==> config.mk <==
export PLATFORM = sky130hd
export DESIGN_NAME = sys_array_input_skew
export DESIGN_NICKNAME = d
export VERILOG_FILES = /design/src/rtl/sys_array_input_skew.sv
export SDC_FILE = /design/constraint.sdc
export NUM_CORES = 1
export LEC_CHECK = 0
export CORE_ASPECT_RATIO = 1.75
export CORE_MARGIN = 2
export CORE_UTILIZATION = 45
export DETAILED_ROUTE_END_ITERATION = 6
export GPL_TIMING_DRIVEN = 1
export PLACE_DENSITY = 0.7
export SYNTH_ARGS = -nofsm -noshare
export SYNTH_HDL_FRONTEND = slang
export SYNTH_SLANG_ARGS = --single-unit
==> constraint.sdc <==
create_clock -name clk -period 43.9 [get_ports clk]
set_clock_uncertainty 0.1 [all_clocks]
set_input_delay 8.78 -clock clk [delete_from_list [all_inputs] [get_ports clk]]
set_output_delay 8.78 -clock clk [all_outputs]
set_load 0.005 [all_outputs]
==> src/rtl/sys_array_input_skew.sv <==
// Input skew feeder for the weight-stationary systolic array.
// Accepts one vector per handshake and re-times it into a diagonal wavefront:
// lane k is delayed k cycles behind lane 0. Idle slots and unused lanes are
// zero. After the last vector it drains the wavefront and pulses done.
module sys_array_input_skew #(
    parameter int DATA_WIDTH  = 8,
    parameter int ARRAY_MAX_L = 10,
    parameter int LW          = $clog2(ARRAY_MAX_L)
) (
    input  logic                                      clk,
    input  logic                                      reset,
    input  logic [LW-1:0]                             cfg_lanes_m1,
    input  logic                                      start,
    input  logic                                      in_valid,
    output logic                                      in_ready,
    input  logic                                      in_last,
    input  logic [0:ARRAY_MAX_L-1][DATA_WIDTH-1:0]    in_data,
    output logic [0:ARRAY_MAX_L-1][DATA_WIDTH-1:0]    out_data,
    output logic                                      busy,
    output logic                                      done
);

    typedef enum logic [1:0] {
        S_IDLE,
        S_STREAM,
        S_FLUSH,
        S_DONE
    } state_t;

    localparam logic [LW-1:0] MAX_M1 = LW'(ARRAY_MAX_L - 1);

    state_t          state;
    state_t          state_next;
    logic [LW-1:0]   lanes_m1;
    logic [LW-1:0]   flush_cnt;
    logic            accept;

    assign accept   = in_valid && (state == S_STREAM);
    assign in_ready = (state == S_STREAM);
    assign busy     = (state != S_IDLE);
    assign done     = (state == S_DONE);

    // State register, clamped lane-count latch and flush countdown.
    always_ff @(posedge clk or posedge reset) begin
        if (reset) begin
            state     <= S_IDLE;
            lanes_m1  <= '0;
            flush_cnt <= '0;
        end else begin
            state <= state_next;
            if (state == S_IDLE && start) begin
                lanes_m1 <= (cfg_lanes_m1 > MAX_M1) ? MAX_M1 : cfg_lanes_m1;
            end
            if (state == S_STREAM) begin
                flush_cnt <= lanes_m1 - LW'(1);
            end else if (state == S_FLUSH) begin
                flush_cnt <= flush_cnt - LW'(1);
            end
        end
    end

    // Next-state logic: FLUSH covers the L-1 cycles needed to drain the
    // highest lane, and a single-lane batch has nothing to drain.
    always_comb begin
        state_next = state;
        case (state)
            S_IDLE:   if (start) state_next = S_STREAM;
            S_STREAM: if (accept && in_last)
                          state_next = (lanes_m1 == '0) ? S_DONE : S_FLUSH;
            S_FLUSH:  if (flush_cnt == '0) state_next = S_DONE;
            S_DONE:   state_next = S_IDLE;
            default:  state_next = S_IDLE;
        endcase
    end

    // Per-lane delay lines. Lane k holds k+1 registers: the input register
    // plus k cycles of skew. Inactive lanes are zeroed on entry and at output.
    for (genvar k = 0; k < ARRAY_MAX_L; k++) begin : g_lane
        logic [DATA_WIDTH-1:0] line [0:k];
        logic                  lane_en;

        assign lane_en = (LW'(k) <= lanes_m1);

        // Shift one column per cycle; non-accept cycles inject zero.
        always_ff @(posedge clk or posedge reset) begin
            if (reset) begin
                for (int j = 0; j <= k; j++) begin
                    line[j] <= '0;
                end
            end else begin
                line[0] <= (accept && lane_en) ? in_data[k] : '0;
                for (int j = 1; j <= k; j++) begin
                    line[j] <= line[j-1];
                end
            end
        end

        assign out_data[k] = lane_en ? line[k] : '0;
    end

endmodule

==> impl_results.md <==
- Met3 wire len: 1210 um
- Setup Viol. Count Final: 0
- All-Layer GR Usage: 13.8%
- # nets final: 996
- Uppermost layer routed: met5
- First-pass GRT wire length: 32,100 um
- Die X: 132 um
- Filler Cells Inserted: 2,182
- GP Congestion: 0.780
- H-tree depth: 2
- Initial core utilization: 45.8%
- Post-route clock period utilization: 26.6%
- Share of post-route cells with drive strength above 1: 7.61%
- CP Class: flip-flop to output port
- CTS Buf Count: 37
- Residual DRC: 0
- Synth cell types: 31
- Ys Warns: 0
- Ports: 172
- Highest clock rate: 85.6 MHz
- Pins over their slew limit: 0
- Post-DP Area: 0.0150 mm^2
- # port buffers: 171
- Number of global-route vias before repair: 6,238
- Clock root buffer: clkbuf_16
- DP HPWL: 12,300 um
- Antenna-violating nets left: 0
- R2r setup slk: 41,220 ps
- DRT Pass-1 Iters: 5
- PostCTS Resize Cnt: 0
- Area of the multi-input gates: 0.00147 mm^2
- Post-Layout Cell Count: 1,295
- Clock transition at the registers of the reported paths: 70 ps
- Skew-Pair Late Insertion Delay: 510 ps
- Die area: 0.0299 mm^2
- DRT iter0 DRCs: 300
- Outcome: complete, no violations
- CP required: 35,020 ps
- Worst Path Max Fanout: 9
- Initial antenna violation count: 3
- Yosys reg bits: 450
- Placed insts: 1,230
- Critical path arrival: 2810 ps
- Syn-to-layout area delta: 26.8%
- Leak: 8.27 nW
- Met2 WL: 10,200 um
- GRT Residual Overflow: 0
- Post-synth EDFFs: 0
- Hold/Removal Path Class: flip-flop to flip-flop
- Worst vdd ir: 0.0000366 V
- Mean Syn Cell Area: 18.6 um^2
- Worst-Margin Slew: 1080 ps
- # clock sinks: 450
- Ys flop type: dfrtp_1
- Met1 WL: 7310 um
- Kind of start point of the critical path: flip-flop
- Post-layout min period: 11,680 ps
- # Max-Cap Violations: 0
- Design area: 0.0162 mm^2
- Core Footprint: 0.0280 mm^2
- Mapped Area: 0.0128 mm^2
- Setup TNS: 0 ps
- Sequential Area: 0.0113 mm^2
- Post-CTS Setup Inserts: 0
- Via count: 5,686
- Die Y: 227 um
- Wire per inst: 15.1 um
- RSZ-0062 raised after global routing: no
- DR vias/cell: 4.39
- Routed WL: 19,500 um
- Asr flop ratio synth: 100%
- CTS tree: built
- # rows: 81
- Synth Instances: 690
- Synth Net Count: 790
- Endpoints failing hold: 0
- Cell area power density: 56.1 mW/mm^2
- Clock Path Buffers: 3
- Sequential share of the synthesized area: 87.9%
- Rel. slew slack: 27.2%
- Hold-fix buffer count after cts: 0
- Endpoint class of the critical path: output port
- Largest net degree at the start of global routing: 130
cells in the mapped netlist, types with 2 or more instances:
library cell | instances | area (um^2)
nor3_1 | 4 | 20.0
o21ai_0 | 8 | 40.0
and3_1 | 25 | 156
ha_1 | 11 | 138
mux2i_1 | 3 | 30.0
and2_1 | 82 | 513
and2b_1 | 5 | 37.5
nand2_1 | 8 | 30.0
clkbuf_1 | 8 | 30.0
a221oi_1 | 2 | 17.5
dfrtp_1 | 450 | 11300
nand2b_1 | 2 | 12.5
xnor2_1 | 2 | 17.5
a21oi_1 | 3 | 15.0
nor2b_1 | 43 | 269
and2_0 | 2 | 12.5
nor2_1 | 8 | 30.0
inv_1 | 11 | 41.3
path summary, 6_finish.rpt:
| path | cells past startpoint | end | start |
|---|---|---|---|
| min reg2reg | 0 | g_lane[5].line[39]$_DFF_PP0_ | g_lane[5].line[47]$_DFF_PP0_ |
| max | 4 | out_data[52] | lanes_m1[0]$_DFFE_PP0P_ |
| min | 0 | g_lane[5].line[39]$_DFF_PP0_ | g_lane[5].line[47]$_DFF_PP0_ |
| max in group asynchronous | 4 | g_lane[3].line[4]$_DFF_PP0_ | reset |
| max reg2reg | 5 | g_lane[9].line[74]$_DFF_PP0_ | state[1]$_DFFE_PP0P_ |
| min in group asynchronous | 2 | g_lane[8].line[4]$_DFF_PP0_ | reset |
where the power goes:
group,total [mW],switching [mW],internal (mW),leakage [nW]
logic,0.103,0.0570,0.0455,1.43
clock network,0.331,0.138,0.193,0.620
registers,0.478,0.0164,0.462,6.21
flip-flops by register name (all words and copies together), names as in the netlist:
signal       count
flush_cnt        4
lanes_m1         4
state            2
g_lane.line    440
worst max-delay path, cell delays in order (launching register included):
cell and delay (ps):
dfrtp_1 450, ha_1 280, nor3_1 840, and2b_1 280, clkdlybuf4s50_1 450
per-stage QoR:
stage | total power, mW | util (%) | setup slack (ps) | hold slack, ps
global route | 0.958 | 58.1 | 31950 | 248
finish | 0.912 | 58.1 | 32220 | 238
floorplan | 0.541 | - | 22480 | 231
detailed placement | 0.591 | 53.6 | 31930 | 235
global placement | 0.584 | 53.6 | 32000 | 231
CTS | 0.927 | 58.1 | 32080 | 236
area by class of cell:
| class | count | share of cell area (%) |
|---|---|---|
| clock inverter | 13 | 0.924 |
| antenna | 2 | 0.0308 |
| sequential | 450 | 69.3 |
| clock buffer | 50 | 6.75 |
| inverter | 11 | 0.300 |
| multi-input combinational | 220 | 9.03 |
| timing repair buffer | 176 | 10.8 |
| tap | 373 | 2.87 |
cells in the final DEF, fill, tap and decap left out, drive strengths merged, types with 2 or more instances in the layout:
| master | synthesis | routed |
|---|---|---|
| nor3 | 4 | 4 |
| and2b | 5 | 5 |
| nand2b | 2 | 2 |
| nor2 | 8 | 8 |
| nor2b | 43 | 43 |
| nand2 | 8 | 8 |
| o21ai | 8 | 8 |
| clkdlybuf4s50 | 0 | 171 |
| buf | 1 | 5 |
| a221oi | 2 | 2 |
| and3 | 25 | 25 |
| xnor2 | 2 | 2 |
| mux2 | 2 | 2 |
| bufinv | 0 | 3 |
| dfrtp | 450 | 450 |
| inv | 11 | 12 |
| and2 | 84 | 84 |
| ha | 11 | 11 |
| diode | 0 | 2 |
| clkbuf | 8 | 50 |
| mux2i | 3 | 3 |
| a21oi | 3 | 3 |
| clkinv | 0 | 8 |
logic make-up (layout without fill, tap and decap cells):
kind of cell / Yosys count / count (layout) / share of synthesized area, %
AO/OA/AOI/OAI: 18 / 18 / 0.879
XOR/XNOR: 2 / 2 / 0.137
adder cells (fa/ha/maj): 11 / 11 / 1.07
buffers and inverters: 20 / 250 / 0.645
flip-flops: 450 / 450 / 87.9
multiplexers: 5 / 5 / 0.410
other: 0 / 2 / 0
AND/OR/NAND/NOR: 184 / 184 / 8.95
per-layer routing:
metal,track usage (%),vias to the layer above
met2,23.6,162
met4,6.77,2
met1,16.3,2908
met5,0,-
met3,3.76,44
li1,-,2570
Note: power is estimated with default switching activity, not from simulation.
